===== src/rtl/audio_mix_engine.sv =====
// N-channel AC97 PCM mixer: snapshots channel levels on each frame strobe, accumulates
// one channel per bit clock, scales/saturates, and presents the result one frame later.
module audio_mix_engine #(
  parameter int NUM_CH  = 4,
  parameter int LEVEL_W = 4,
  parameter int OUT_W   = 20,
  parameter int VOL_W   = 4
) (
  input  logic                        ac97_bitclk,
  input  logic                        reset_n,
  input  logic                        ac97_strobe,
  input  logic                        mix_enable,
  input  logic [NUM_CH*LEVEL_W-1:0]   ch_level,
  input  logic [NUM_CH-1:0]           ch_left_en,
  input  logic [NUM_CH-1:0]           ch_right_en,
  input  logic [VOL_W-1:0]            vol_left,
  input  logic [VOL_W-1:0]            vol_right,
  output logic [OUT_W-1:0]            ac97_out_slot3,
  output logic [OUT_W-1:0]            ac97_out_slot4,
  output logic                        sample_valid,
  output logic                        clip_left,
  output logic                        clip_right,
  output logic                        busy
);

  localparam int ACC_W  = LEVEL_W + $clog2(NUM_CH) + 1;
  localparam int FULL_W = ACC_W + (1 << VOL_W) - 1;
  localparam int EXT_W  = (FULL_W > OUT_W) ? FULL_W : OUT_W;
  localparam int IDX_W  = (NUM_CH > 1) ? $clog2(NUM_CH) : 1;

  localparam logic [IDX_W-1:0]        LAST_IDX = IDX_W'(NUM_CH - 1);
  localparam logic [ACC_W-1:0]        MID      = ACC_W'(1) << (LEVEL_W - 1);
  localparam logic [OUT_W-1:0]        OMAX     = {1'b0, {(OUT_W-1){1'b1}}};
  localparam logic [OUT_W-1:0]        OMIN     = {1'b1, {(OUT_W-1){1'b0}}};
  localparam logic signed [EXT_W-1:0] SMAX     = EXT_W'(OMAX);
  localparam logic signed [EXT_W-1:0] SMIN     = ~SMAX;

  typedef enum logic [1:0] {IDLE, ACCUM, SCALE} state_t;

  state_t                      r_state, w_next;
  logic [NUM_CH*LEVEL_W-1:0]   r_lvl;
  logic [NUM_CH-1:0]           r_len, r_ren;
  logic [VOL_W-1:0]            r_vol_l, r_vol_r;
  logic                        r_men;
  logic [IDX_W-1:0]            r_idx;
  logic signed [ACC_W-1:0]     r_acc_l, r_acc_r;
  logic [OUT_W-1:0]            r_pend_l, r_pend_r, r_slot_l, r_slot_r;
  logic                        r_pclip_l, r_pclip_r, r_clip_l, r_clip_r;
  logic                        r_valid;

  logic [LEVEL_W-1:0]          w_lvl;
  logic signed [ACC_W-1:0]     w_s;
  logic signed [EXT_W-1:0]     w_vl, w_vr;
  logic [OUT_W:0]              w_sat_l, w_sat_r;

  // Returns {clip, saturated sample}
  function automatic logic [OUT_W:0] sat(input logic signed [EXT_W-1:0] v);
    if (v > SMAX)      sat = {1'b1, OMAX};
    else if (v < SMIN) sat = {1'b1, OMIN};
    else               sat = {1'b0, v[OUT_W-1:0]};
  endfunction

  always_comb begin
    w_lvl   = r_lvl[r_idx*LEVEL_W +: LEVEL_W];
    w_s     = ACC_W'(w_lvl) - MID;
    w_vl    = EXT_W'(r_acc_l) <<< r_vol_l;
    w_vr    = EXT_W'(r_acc_r) <<< r_vol_r;
    w_sat_l = sat(w_vl);
    w_sat_r = sat(w_vr);
  end

  always_ff @(posedge ac97_bitclk or negedge reset_n) begin
    if (!reset_n) r_state <= IDLE;
    else          r_state <= w_next;
  end

  always_comb begin
    w_next = r_state;
    if (ac97_strobe) begin
      w_next = ACCUM;
    end else begin
      case (r_state)
        ACCUM:   if (r_idx == LAST_IDX) w_next = SCALE;
        SCALE:   w_next = IDLE;
        default: w_next = r_state;
      endcase
    end
  end

  // A strobe overrides SCALE too, so an aborted frame never reaches pending.
  always_ff @(posedge ac97_bitclk or negedge reset_n) begin
    if (!reset_n) begin
      r_lvl     <= '0;
      r_len     <= '0;
      r_ren     <= '0;
      r_vol_l   <= '0;
      r_vol_r   <= '0;
      r_men     <= 1'b0;
      r_idx     <= '0;
      r_acc_l   <= '0;
      r_acc_r   <= '0;
      r_pend_l  <= '0;
      r_pend_r  <= '0;
      r_pclip_l <= 1'b0;
      r_pclip_r <= 1'b0;
      r_slot_l  <= '0;
      r_slot_r  <= '0;
      r_clip_l  <= 1'b0;
      r_clip_r  <= 1'b0;
      r_valid   <= 1'b0;
    end else begin
      r_valid <= ac97_strobe;
      if (ac97_strobe) begin
        r_slot_l <= r_pend_l;
        r_slot_r <= r_pend_r;
        r_clip_l <= r_pclip_l;
        r_clip_r <= r_pclip_r;
        r_lvl    <= ch_level;
        r_len    <= ch_left_en;
        r_ren    <= ch_right_en;
        r_vol_l  <= vol_left;
        r_vol_r  <= vol_right;
        r_men    <= mix_enable;
        r_acc_l  <= '0;
        r_acc_r  <= '0;
        r_idx    <= '0;
      end else begin
        case (r_state)
          ACCUM: begin
            if (r_len[r_idx]) r_acc_l <= r_acc_l + w_s;
            if (r_ren[r_idx]) r_acc_r <= r_acc_r + w_s;
            if (r_idx != LAST_IDX) r_idx <= r_idx + 1'b1;
          end
          SCALE: begin
            if (r_men) begin
              r_pend_l  <= w_sat_l[OUT_W-1:0];
              r_pend_r  <= w_sat_r[OUT_W-1:0];
              r_pclip_l <= w_sat_l[OUT_W];
              r_pclip_r <= w_sat_r[OUT_W];
            end else begin
              r_pend_l  <= '0;
              r_pend_r  <= '0;
              r_pclip_l <= 1'b0;
              r_pclip_r <= 1'b0;
            end
          end
          default: ;
        endcase
      end
    end
  end

  assign ac97_out_slot3 = r_slot_l;
  assign ac97_out_slot4 = r_slot_r;
  assign sample_valid   = r_valid;
  assign clip_left      = r_clip_l;
  assign clip_right     = r_clip_r;
  assign busy           = (r_state != IDLE);

endmodule


===== config.mk =====
export PLATFORM = sky130hd
export DESIGN_NAME = audio_mix_engine
export DESIGN_NICKNAME = d
export VERILOG_FILES = /design/src/rtl/audio_mix_engine.sv
export SDC_FILE = /design/constraint.sdc
export NUM_CORES = 1
export LEC_CHECK = 0
export BUFFER_PORTS_ARGS = -buffer_cell sky130_fd_sc_hd__buf_2
export CORE_MARGIN = 4
export CORE_UTILIZATION = 40
export CTS_CLUSTER_SIZE = 8
export DETAILED_ROUTE_END_ITERATION = 6
export PLACE_DENSITY = 0.55
export SLEW_MARGIN = 0
export SYNTH_ARGS = -nofsm -noshare
export SYNTH_HDL_FRONTEND = slang
export SYNTH_SLANG_ARGS = --single-unit

===== constraint.sdc =====
create_clock -name ac97_bitclk -period 7.75 [get_ports ac97_bitclk]
set_clock_uncertainty 0.2 [all_clocks]
set_input_delay 1.55 -clock ac97_bitclk [delete_from_list [all_inputs] [get_ports ac97_bitclk]]
set_output_delay 1.55 -clock ac97_bitclk [all_outputs]
set_load 0.05 [all_outputs]

Yosys cells after proc, flatten, opt, wreduce, memory -nomap -nowiden --
Index checks and enable logic that the tools add are counted.
Operators by class: shifts and indexed selects 3, mux-type cells 24, add/subtract/negate cells 4, reduce and logical (&&, ||, !) cells 11, bitwise operators 1, equal/unequal tests 5, order comparisons 5
Operators by type and width (number):
- 21-bit two-way mux | 4
- 22-bit by 20-bit > comparator with 1-bit output (second input constant) | 2
- 22-bit by 20-bit less-than comparator with 1-bit output (second input constant) | 2
- 7-bit by 4-bit <<< shifter with 22-bit output | 2
- 7-bit two-way mux | 6
- 20-bit two-way mux | 2
- 16-bit by 5-bit variable part select with 4-bit output | 1
- 7-bit by 5-bit adder with 7-bit output | 2
- 2-bit two-way mux | 5
- 2-bit AND reduction | 5
- 2-bit nonzero test | 5
- 4-bit by 4-bit subtractor with 5-bit output (second input constant) | 1
- 1-bit binary-select mux with 2-bit select | 2
- 2-bit == test (second input constant) | 2
- 1-bit two-way mux | 4
- 2-bit one-hot mux with 2 select lines | 1
- 2-bit by 3-bit less-than comparator with 1-bit output (second input constant) | 1
- 3-bit != test (second input constant) | 1
- 3-bit nonzero test | 1
- 2-bit by 1-bit adder with 2-bit output (second input constant) | 1
- 2-bit by 1-bit == test with 1-bit output (second input constant) | 1
- 2-bit != test (second input constant) | 1
- 1-bit NOT | 1
Word-level totals: flip-flop bits (word level) 136, logic and storage cells 72

Depth between registers and ports, before layout --
Gate-level depths: netlist (run 1).
word-level depth 6, gate-level depth with buffers 9, depth with buffers taken out 8

Worst setup path before layout (run 1) --
No wires, ideal clock.
path type register to register, start register r_idx[0], end register r_acc_l[6], period minus slack after synthesis 3.081 ns, path slack 4.669 ns, buffers on the path 1, setup time 0.128 ns, stages on the path, launching flop included 10, data arrival time 2.753 ns, cell sequence dfrtp_1 -> buf_6 -> mux4_1 -> ha_1 -> fa_1 -> a211oi_1 -> o21bai_1 -> a21oi_1 -> mux2i_1 -> mux2_1
Between the ends: word-level cells in the longest chain between the ends 6, elaborated cells between the ends (all ways) 10, classes of those cells 2 x add/sub; 1 x shift; 5 x mux; 2 x reduce/logical
Ends and longest elaborated chain:
- start, declared | line 45 | logic [IDX_W-1:0] r_idx;
- start signal, assigned | line 132 | if (r_idx != LAST_IDX) r_idx <= r_idx + 1'b1;
- 16-bit by 5-bit variable part select with 4-bit output | line 64 | w_lvl = r_lvl[r_idx*LEVEL_W +: LEVEL_W];
- 4-bit by 4-bit subtractor with 5-bit output | line 65 | w_s = ACC_W'(w_lvl) - MID;
- 7-bit by 5-bit adder with 7-bit output | line 130 | if (r_len[r_idx]) r_acc_l <= r_acc_l + w_s;
- 7-bit two-way mux | line 130
- 7-bit two-way mux | line 128 | case (r_state)
- 7-bit two-way mux | line 113 | if (ac97_strobe) begin
- end signal, assigned | line 130
- end, declared | line 46 | logic signed [ACC_W-1:0] r_acc_l, r_acc_r;
Several ways; a longest one is shown, not always the timed one. The select of a mux whose other input is x is not followed. A chain may end at the register's enable or synchronous reset.

Worst setup path in the final report (run 1) --
start register r_idx[0], end register r_acc_r[6]
Between the ends: word-level cells in the longest chain between the ends 6, elaborated cells between the ends (all ways) 10, classes of those cells 2 x add/sub; 1 x shift; 5 x mux; 2 x reduce/logical
Ends and longest elaborated chain:
- 16-bit by 5-bit variable part select with 4-bit output | line 64
- 4-bit by 4-bit subtractor with 5-bit output | line 65
- 7-bit by 5-bit adder with 7-bit output | line 131 | if (r_ren[r_idx]) r_acc_r <= r_acc_r + w_s;
- 7-bit two-way mux | line 131
- 7-bit two-way mux | line 128
- 7-bit two-way mux | line 113
- end signal, assigned | line 131
- end, declared | line 46
Several ways; a longest one is shown, not always the timed one. The select of a mux whose other input is x is not followed.

==> reports/results.tsv, run 1 <==
stage	metric	value	unit
run_status	status	complete, no violations	
pwr	comb_power_share	27.3	%
sta	timing.final.crit_share	44.8	%
yosys	yosysMostFrequentCell	dfrtp_1	
sta	fmax	0.288	GHz
sta	min_period	3.47	ns
worst_setup_path	crit_path_top_delay_cell	mux4_1	
pwr	p_per_area	291	nW/um^2
floorplanning	dieArea	19300	sq um
yosys	yosysSeqAreaShare	49.6	%
run	maxCapViolCount	0	
worst_setup_path	crit_arrival	3.57	ns
yosys	synth_area_per_cell	11.5	sq um
sta	rsz0062_at_grt	false	
global_route	grt_pass1_wl	25.8	mm
yosys	synth_top_area_share	49.6	%
sta	worst_slew_pin_slew	0.800	ns
sta	fin_setup_tns	0	ns
detailed_routing	wl	15.2	mm
global_route	grt_max_degree	91	
cts	cts_tree	done	
floorplanning	ios	80	
floorplanning	rows	47	
sta	hold_viol_final	0	
global_route	grt_pass1_vias	4845	
global_route	grt_usage	16.2	%
floorplanning	start_util	41.1	%
worst_hold_path	worstHoldPathType	flip-flop to flip-flop	
worst_hold_path	hold-path-cell-count	2	
detailed_routing	wl_per_cell	17.2	microns
yosys	synth_edf_count	0	
detailed_routing	drt_iter0_markers	275	
detailed_routing	vias_per_cell	5.42	
final_layout	drive_gt1_share	30.9	%
placement	port-buffer-count	79	
placement	dp_hpwl	10.5	mm
floorplanning	core_area	16700	sq um
cts	clkSlewWorstSetupHoldPaths	0.06	ns
pwr	p_switching	0.000761	W
worst_setup_path	worst-path-max-fanout	8	
pwr	power_frac_clock	34.5	%
detailed_routing	final_antenna_net_count	0	
yosys	async_reset_ff_share	100	%
worst_setup_path	worstSetupPathType	flip-flop to flip-flop	
final_layout	antennaDiodeCount	0	
cts	cts_sinks	136	
yosys	yosysTopAreaCell	dfrtp_1	
worst_setup_path	crit_required	7.85	ns
yosys	synth_cell_types	61	
worst_setup_path	path_cells	mux4_1, ha_1, fa_1, a211oi_1, o21bai_1, a21oi_1, mux2i_1, mux2_1	
final_layout	nNetsFinal	704	
cts	post_cts_resized	0	
floorplanning	dieWidth	139	microns
floorplanning	die_y	139	microns
yosys	synthFlopType	dfrtp_1	
global_route	overflow	0	
worst_setup_path	worst_r2r_path_depth	8	
cts	clk_latency	0.42	ns
yosys	netlist_area	6860	sq um
sta	relSlewSlack	46.7	%
sta	fin_hold_ws	0.274	ns
worst_setup_path	crit_path_start_kind	flip-flop	
pwr	p_leak	3.81	nW
placement	place.gp.congestion	0.827	
yosys	synth_common_cells	dfrtp_1 (136), mux2_2 (76), nand2_1 (46), a21oi_1 (41), o21ai_0 (39)	
yosys	yosys_warnings	0	
cts	hold_buffers	0	
cts	post_cts_buffers	0	
sta	finalSetupViolations	0	
worst_setup_path	cpPeakStageDelay	0.67	ns
cts	cts_root_buf	clkbuf_16	
yosys	syn_nets	647	
cts	clock_path_buffers	2	
detailed_routing	drt_pass1_iterations	4	
yosys	synth_seq_cells	136	
global_route	antenna_found_initial	0	
pwr	p_seq_share	38.2	%
pwr	p_int	0.00155	W
detailed_routing	via_count	4804	
cts	cts.htree.levels	4	
sta	slew_viol_final	0	
yosys	ys_top_cells_by_area	dfrtp_1 (50%), mux2_2 (12%), mux2i_1 (4.2%)	
yosys	syn-instance-count	596	
pwr	peakVddDrop	0.169	mV
pwr	swShare	32.9	%
worst_setup_path	end_kind	flip-flop	
final_layout	syn_to_final_growth	15.6	%
detailed_routing	drc	0	
cts	cts_buffers	17	
==> final timing paths <==
check / from / to / slack [ns]
max in group asynchronous: reset_n / r_len[0]$_DFFE_PN0P_ / 5.26
min in group asynchronous: reset_n / ac97_out_slot4[11]$_DFFE_PN0P_ / 0.98
worst max-delay path: r_idx[0]$_DFFE_PN0P_ / r_acc_r[6]$_DFFE_PN0P_ / 4.28
worst min register to register: r_pend_l[3]$_DFFE_PN0P_ / r_pend_l[3]$_DFFE_PN0P_ / 0.27
worst min-delay path: r_pend_l[3]$_DFFE_PN0P_ / r_pend_l[3]$_DFFE_PN0P_ / 0.27
worst max register to register: r_idx[0]$_DFFE_PN0P_ / r_acc_r[6]$_DFFE_PN0P_ / 4.28
==> cells by family (layout without fill, tap and decap cells) <==
| logic type | Yosys count | in the layout | share of synthesized area, % |
|---|---|---|---|
| AOI/OAI and AO/OA | 146 | 146 | 13.8 |
| xor gates and xnor gates | 3 | 3 | 0.383 |
| adders and majority gates | 15 | 15 | 2.95 |
| buffers and inverters | 51 | 121 | 3.74 |
| DFF | 136 | 136 | 49.6 |
| muxes | 115 | 115 | 19.8 |
| and+or+nand+nor | 130 | 130 | 9.66 |
==> layout make-up <==
cell class / count / area [sq um]
inverters: 6 / 36.3
flip-flops and latches: 136 / 3400
repair buffers: 83 / 434
fillers: 1572 / 8770
multi-input cells: 409 / 3200
clock inverters: 10 / 120
well taps: 220 / 275
clock buffers: 22 / 464
==> power by group through the flow <==
stage | sequential (W) | combinational (W) | clock, W
finish | 0.000883 | 0.000630 | 0.000797
global route | 0.000900 | 0.000706 | 0.000847
CTS | 0.000885 | 0.000636 | 0.000815
detailed placement | 0.000898 | 0.000632 | 0
global placement | 0.000893 | 0.000619 | 0
floorplan | 0.000862 | 0.000524 | 0
==> critical path: cells and delay by family, from the launching register on <==
family	cells	cell delay [ns]
mux	3	1.24
flops	1	0.61
compound gates	3	0.60
fa+ha+maj	2	0.69
==> per-stage QoR <==
stage	std cells	instance area, sq um	total power (W)	utilization (%)	setup WS [ns]
global placement	854	7350	0.00151	44.0	4.12
global route	886	7940	0.00245	47.5	4.01
floorplan	596	6860	0.00139	-	4.67
detailed placement	854	7350	0.00153	44.0	4.03
CTS	886	7940	0.00234	47.5	4.23
finish	886	7940	0.00231	47.5	4.28
==> cells in the final DEF, fill, tap and decap left out, types with 3 or more instances in the layout <==
cell type,n
clkbuf_16,17
mux2_2,76
mux4_2,5
nand2_1,46
clkinv_4,3
buf_2,77
nor2_1,31
a21o_1,6
a21oi_1,41
a22o_1,5
nor3_1,5
a22oi_1,3
o21bai_1,5
clkbuf_1,3
buf_4,5
or3_1,7
nand4_1,3
a211o_1,4
mux2i_1,29
nor2b_1,6
o311ai_0,3
o31ai_1,3
nand3_1,6
nor3b_1,3
mux4_1,3
a211oi_1,9
o21ai_0,39
dfrtp_1,136
a221oi_1,6
nand3b_1,3
ha_1,13
a221o_1,7
inv_1,5
==> flip-flops by register name, indices dropped and copies added (netlist names), 2 cells and up <==
register / count
ac97_out_slot3: 20
ac97_out_slot4: 20
r_acc_l: 7
r_acc_r: 7
r_idx: 2
r_len: 4
r_lvl: 16
r_pend_l: 20
r_pend_r: 20
r_ren: 4
r_state: 2
r_vol_l: 4
r_vol_r: 4
==> layer usage <==
layer / GRT usage [%] / vias up / share of wire, %
met5: 0 / - / 0
met4: 5.10 / 0 / 0.85
met3: 3.76 / 14 / 4.6
met2: 24.0 / 116 / 45
met1: 23.7 / 2353 / 49
li1: - / 2321 / -
No activity file was read; power rests on OpenSTA's default activity.
==> run 2: changes to the inputs <==
--- a/config.mk
+++ b/config.mk
@@ -10,7 +10,7 @@
 export CORE_UTILIZATION = 40
 export CTS_CLUSTER_SIZE = 8
 export DETAILED_ROUTE_END_ITERATION = 6
-export PLACE_DENSITY = 0.55
+export PLACE_DENSITY = 0.57
 export SLEW_MARGIN = 0
 export SYNTH_ARGS = -nofsm -noshare
 export SYNTH_HDL_FRONTEND = slang
==> constraint.sdc (replaced) <==
create_clock -name ac97_bitclk -period 3 [get_ports ac97_bitclk]
set_clock_uncertainty 0.2 [all_clocks]
set_input_delay 0.6 -clock ac97_bitclk [delete_from_list [all_inputs] [get_ports ac97_bitclk]]
set_output_delay 0.6 -clock ac97_bitclk [all_outputs]
set_load 0.05 [all_outputs]
==> reports/results.tsv, run 2 (same netlist as run 1, synthesis figures left out) <==
stage	metric	value	unit	change
run_status	status	complete, but fails checks		was complete, no violations
run_status	violations	negative hold slack		
detailed_routing	drc	0		unchanged
sta	slew_viol_final	0		unchanged
pwr	peakVddDrop	0.446	mV	was 0.169 mV
sta	timing.final.crit_share	98.1	%	was 44.8%
sta	relSlewSlack	53.5	%	was 46.7%
detailed_routing	wl	15.4	mm	was 15.2 mm
cts	hold_buffers	0		unchanged
worst_setup_path	crit_path_start_kind	flip-flop		unchanged
sta	worst_slew_pin_slew	0.697	ns	was 0.800 ns
global_route	antenna_found_initial	0		unchanged
cts	cts_sinks	136		unchanged
final_layout	nNetsFinal	727		was 704
worst_setup_path	worstSetupPathType	flip-flop to flip-flop		unchanged
placement	place.gp.congestion	0.888		was 0.827
global_route	grt_pass1_vias	4978		was 4845
cts	cts_root_buf	clkbuf_16		unchanged
worst_setup_path	end_kind	flip-flop		unchanged
placement	pre_cts_slack	-0.127	ns	was 4.03 ns
final_layout	fin_cells	909		was 886
final_layout	regArea	3400	sq um	unchanged
worst_setup_path	crit_arrival	3.04	ns	was 3.57 ns
floorplanning	dieArea	19300	sq um	unchanged
final_layout	layout_commonest_cell	dfrtp_1		unchanged
cts	clk_latency	0.42	ns	about the same
final_layout	syn_to_final_growth	20.3	%	was 15.6%
detailed_routing	wl_per_cell	16.9	microns	was 17.2 microns
run	maxCapViolCount	0		unchanged
sta	finalWorstSetupSlack	0.0580	ns	was 4.28 ns
global_route	grt_usage	16.4	%	was 16.2%
final_layout	antennaDiodeCount	0		unchanged
cts	clock_path_buffers	2		unchanged
pwr	p_leak	3.96	nW	was 3.81 nW
final_layout	final_cell_mix	dfrtp_1 (136), buf_2 (77), mux2_2 (76)		unchanged
detailed_routing	final_antenna_net_count	0		unchanged
sta	fin_hold_ws	-0.00162	ns	was 0.274 ns
placement	dp.cells	871		was 854
floorplanning	rows	47		unchanged
sta	hold_viol_final	2		was 0
cts	cts_tree	done		unchanged
floorplanning	dieWidth	139	microns	unchanged
detailed_routing	via_count	4949		was 4804
placement	dp_hpwl	10.6	mm	was 10.5 mm
cts	clkSlewWorstSetupHoldPaths	0.06	ns	about the same
final_layout	fill_cells	1557		was 1572
floorplanning	start_util	41.1	%	unchanged
sta	min_period	2.94	ns	was 3.47 ns
floorplanning	ios	80		unchanged
pwr	p_per_area	791	nW/um^2	was 291 nW/um^2
sta	finalSetupViolations	0		unchanged
global_route	grt_pass1_wl	26.2	mm	was 25.8 mm
pwr	total_power	0.00653	W	was 0.00231 W
sta	rsz0062_at_grt	true		was false
worst_hold_path	worstHoldPathType	primary input to asynchronous set/reset pin		was flip-flop to flip-flop
worst_setup_path	worst-path-max-fanout	3		was 8
cts	cts.htree.levels	4		unchanged
global_route	overflow	0		unchanged
cts	cts_buffers	17		unchanged
detailed_routing	vias_per_cell	5.44		was 5.42
final_layout	drive_gt1_share	35.7	%	was 30.9%
placement	port-buffer-count	79		unchanged
floorplanning	die_y	139	microns	unchanged
floorplanning	core_area	16700	sq um	unchanged
global_route	grt_max_degree	70		was 91
detailed_routing	drt_iter0_markers	306		was 275
final_layout	multi_input_area	3270	sq um	was 3200 sq um
sta	fmax	0.340	GHz	was 0.288 GHz
worst_setup_path	crit_required	3.10	ns	was 7.85 ns
detailed_routing	drt_pass1_iterations	4		unchanged
## run 2: report_power, final
group,switching (W),internal (W)
combinational,0.00101,0.000957
clock,0.000798,0.00148
sequential,0.000274,0.00200
## run 2: metrics by stage
stage | instance area, sq um | util [%] | TNS [ns]
after floorplan | 6870 | - | -0.0290
after global placement | 7500 | 44.9 | -0.104
after detailed placement | 7500 | 44.9 | -0.127
after CTS | 8160 | 48.9 | -0.0151
after global routing | 8250 | 49.4 | -0.158
final | 8250 | 49.4 | 0
## run 2: layout make-up
cell class / count / area share (%)
clock buffers: 18 / 5.20
clock inverters: 14 / 2.67
inverters: 6 / 0.440
multi-input cells: 409 / 39.6
flip-flops and latches: 136 / 41.2
well taps: 220 / 3.33
repair buffers: 106 / 7.50
## run 2: worst paths after layout
check	depth (start not counted)	slack, ns	endpoint	from
min in group ac97_bitclk	3	0.19	r_vol_r[3]$_DFFE_PN0P_	vol_right[3]
setup reg to reg	8	0.06	r_acc_r[6]$_DFFE_PN0P_	r_idx[0]$_DFFE_PN0P_
hold / removal	1	-0.002	r_acc_r[2]$_DFFE_PN0P_	reset_n
setup / recovery	8	0.06	r_acc_r[6]$_DFFE_PN0P_	r_idx[0]$_DFFE_PN0P_
max in group asynchronous	2	1.78	r_acc_l[4]$_DFFE_PN0P_	reset_n
hold reg to reg	2	0.28	r_pend_r[2]$_DFFE_PN0P_	r_pend_r[2]$_DFFE_PN0P_
## run 2: worst max-delay path: stages, from the launching register on
cell	delay [ns]
dfrtp_1	0.38
mux4_2	0.56
ha_4	0.19
fa_2	0.40
a211oi_4	0.24
o21bai_1	0.10
a21oi_1	0.18
mux2i_1	0.24
mux2_1	0.34
## run 2: metal layers
layer	part of all wire [%]	routed length (microns)	global-route usage, %	vias up
met1	46	7030	22.7	2450
li1	-	-	-	2362
met2	48	7400	25.5	118
met4	1.3	198	4.94	0
met3	4.7	717	4.45	19
met5	0	0	0	-
## run 2: what timing repair did
action | in CTS | in global routing
setup buffers | 2 | 4
cloned | 0 | 0
pin swaps | 2 | 8
resized for setup | 5 | 12
setup endpoints to repair | 2 | 5
==> run 3: changes to the inputs <==
--- a/config.mk
+++ b/config.mk
@@ -10,7 +10,7 @@
 export CORE_UTILIZATION = 40
 export CTS_CLUSTER_SIZE = 8
 export DETAILED_ROUTE_END_ITERATION = 6
-export PLACE_DENSITY = 0.57
+export PLACE_DENSITY = 0.55
 export SLEW_MARGIN = 0
 export SYNTH_ARGS = -nofsm -noshare
 export SYNTH_HDL_FRONTEND = slang
==> constraint.sdc (replaced) <==
create_clock -name ac97_bitclk -period 3.15 [get_ports ac97_bitclk]
set_clock_uncertainty 0.2 [all_clocks]
set_input_delay 0.63 -clock ac97_bitclk [delete_from_list [all_inputs] [get_ports ac97_bitclk]]
set_output_delay 0.63 -clock ac97_bitclk [all_outputs]
set_load 0.05 [all_outputs]
==> reports/results.tsv, run 3 (same netlist as run 1, synthesis figures left out) <==
stage	metric	value	unit	change
run_status	status	complete, no violations		was complete, but fails checks
global_route	grt_max_degree	72		was 70
detailed_routing	via_count	4905		was 4949
sta	relSlewSlack	51.5	%	was 53.5%
final_layout	final_cell_mix	dfrtp_1 (135), buf_2 (77), mux2_2 (76)		was dfrtp_1 (136), buf_2 (77), mux2_2 (76)
detailed_routing	vias_per_cell	5.47		was 5.44
final_layout	drive_gt1_share	33.4	%	was 35.7%
placement	pre_cts_slack	-0.0962	ns	was -0.127 ns
cts	cts.htree.levels	4		unchanged
sta	rsz0062_at_grt	false		was true
global_route	grt_usage	16.3	%	was 16.4%
final_layout	syn_to_final_growth	17.5	%	was 20.3%
floorplanning	ios	80		unchanged
cts	clkSlewWorstSetupHoldPaths	0.06	ns	about the same
pwr	comb_power_share	29.3	%	was 30.2%
final_layout	final_core_utilization	48.3	%	was 49.4%
pwr	power_frac_clock	33.6	%	was 34.9%
final_layout	antennaDiodeCount	0		unchanged
final_layout	multi_input_area	3220	sq um	was 3270 sq um
sta	finalSetupViolations	0		unchanged
floorplanning	dieArea	19300	sq um	unchanged
sta	worst_slew_pin_slew	0.727	ns	was 0.697 ns
pwr	p_leak	3.88	nW	was 3.96 nW
floorplanning	start_util	41.1	%	unchanged
worst_setup_path	path_buf_inv	0		unchanged
sta	timing.final.crit_share	95.2	%	was 98.1%
final_layout	regArea	3400	sq um	about the same
final_layout	nNetsFinal	717		was 727
placement	place.gp.congestion	0.885		was 0.888
detailed_routing	drc	0		unchanged
placement	port-buffer-count	79		unchanged
sta	fmax	0.333	GHz	was 0.340 GHz
cts	clock_path_buffers	2		unchanged
detailed_routing	final_antenna_net_count	0		unchanged
detailed_routing	topRoutingLayerUsed	met4		unchanged
detailed_routing	wl_per_cell	17.0	microns	was 16.9 microns
global_route	overflow	0		unchanged
worst_setup_path	path_cells	mux4_2, ha_1, fa_2, a211oi_4, o21bai_1, a21oi_2, mux2i_1, mux2_1		was mux4_2, ha_4, fa_2, a211oi_4, o21bai_1, a21oi_1, mux2i_1, mux2_1
worst_setup_path	end_kind	flip-flop		unchanged
floorplanning	die_y	139	microns	unchanged
cts	clk_latency	0.42	ns	about the same
worst_hold_path	worstHoldPathType	primary input to flip-flop		was primary input to asynchronous set/reset pin
placement	dp_hpwl	10.6	mm	about the same
detailed_routing	drt_iter0_markers	261		was 306
cts	post_cts_buffers	0		was 2
cts	cts_tree	done		unchanged
detailed_routing	met2WireLength	6.89	mm	was 7.40 mm
worst_setup_path	crit_path_top_delay_cell	mux4_2		unchanged
worst_setup_path	worstSetupPathType	flip-flop to flip-flop		unchanged
detailed_routing	wl_met1	7.43	mm	was 7.03 mm
cts	cts_buffers	17		unchanged
run	maxCapViolCount	0		unchanged
worst_setup_path	worst-path-max-fanout	4		was 3
floorplanning	rows	47		unchanged
worst_setup_path	crit_required	3.25	ns	was 3.10 ns
sta	fin_setup_tns	0	ns	unchanged
final_layout	layout_commonest_cell	dfrtp_1		unchanged
sta	min_period	3.00	ns	was 2.94 ns
worst_setup_path	crit_path_start_kind	flip-flop		unchanged
detailed_routing	drt_pass1_iterations	4		unchanged
sta	slew_viol_final	0		unchanged
floorplanning	core_area	16700	sq um	unchanged
pwr	p_switching	0.00192	W	was 0.00209 W
sta	finalWorstSetupSlack	0.151	ns	was 0.0580 ns
pwr	p_int	0.00389	W	was 0.00444 W
detailed_routing	wl_met3	774	microns	was 717 microns
cts	cts_sinks	136		unchanged
global_route	grt_pass1_vias	4876		was 4978
floorplanning	dieWidth	139	microns	unchanged
worst_setup_path	cpPeakStageDelay	0.54	ns	was 0.56 ns
global_route	grt_pass1_wl	25.9	mm	was 26.2 mm
final_layout	fill_cells	1564		was 1557
pwr	p_seq_share	37.1	%	was 34.9%
global_route	antenna_found_initial	0		unchanged
worst_setup_path	critical_path.top_delay_family	multiplexers		unchanged
pwr	p_per_area	721	nW/um^2	was 791 nW/um^2
pwr	peakVddDrop	0.387	mV	was 0.446 mV
detailed_routing	wl	15.3	mm	was 15.4 mm
worst_setup_path	crit_arrival	3.10	ns	was 3.04 ns
cts	cts_root_buf	clkbuf_16		unchanged
pwr	swShare	33.1	%	was 31.9%
sta	hold_viol_final	0		was 2
-- run 3: path summary, 6_finish.rpt --
kind,startpoint,endpoint,slack [ns],depth (start not counted)
min in group asynchronous,reset_n,ac97_out_slot4[15]$_DFFE_PN0P_,0.47,2
max reg2reg,r_idx[0]$_DFFE_PN0P_,r_acc_l[6]$_DFFE_PN0P_,0.15,8
min,vol_left[3],r_vol_l[3]$_DFFE_PN0P_,0.22,3
min reg2reg,r_pend_l[1]$_DFFE_PN0P_,r_pend_l[1]$_DFFE_PN0P_,0.28,2
max,r_idx[0]$_DFFE_PN0P_,r_acc_l[6]$_DFFE_PN0P_,0.15,8
max in group asynchronous,reset_n,ac97_out_slot3[5]$_DFFE_PN0P_,1.56,3
-- run 3: what timing repair did --
item,CTS,global route
pin swaps,0,1
endpoints found under the hold margin,31,0
setup endpoints to repair,2,2
resized for setup,3,5
hold buffers,1,0
cloned,0,0
-- run 3: cell type report --
type / instances / area share, %
clock buffer: 19 / 5.62
clock inverter: 11 / 1.54
inverter: 6 / 0.450
multi-input combinational: 409 / 40.0
sequential: 136 / 42.2
tap: 220 / 3.41
timing repair buffer: 96 / 6.78
-- run 3: tightest hold or removal path, cell delays in order --
cell,delay [ns]
buf_2,0.07
nand2_1,0.04
o21ai_0,0.06
-- run 3: through the flow --
step	instances	total power [W]	area [sq um]	hold WS [ns]
final	897	0.00581	8060	0.221
after global routing	897	0.00615	8060	0.209
after CTS	897	0.00584	8050	0.207
after detailed placement	866	0.00384	7450	0.266
after global placement	866	0.00380	7450	0.268
after floorplan	596	0.00341	6860	0.134
-- run 3: power groups by stage --
| stage | clock (W) | sequential, W | combinational (W) |
|---|---|---|---|
| floorplan | 0 | 0.00212 | 0.00129 |
| global placement | 0 | 0.00218 | 0.00162 |
| detailed placement | 0 | 0.00219 | 0.00165 |
| CTS | 0.00200 | 0.00216 | 0.00168 |
| global route | 0.00208 | 0.00219 | 0.00189 |
| finish | 0.00195 | 0.00216 | 0.00170 |
-- run 3: per-layer routing --
metal	GRT usage (%)	up-vias
li1	-	2341
met5	0	-
met1	23.7	2427
met4	4.89	0
met2	24.0	121
met3	4.24	16
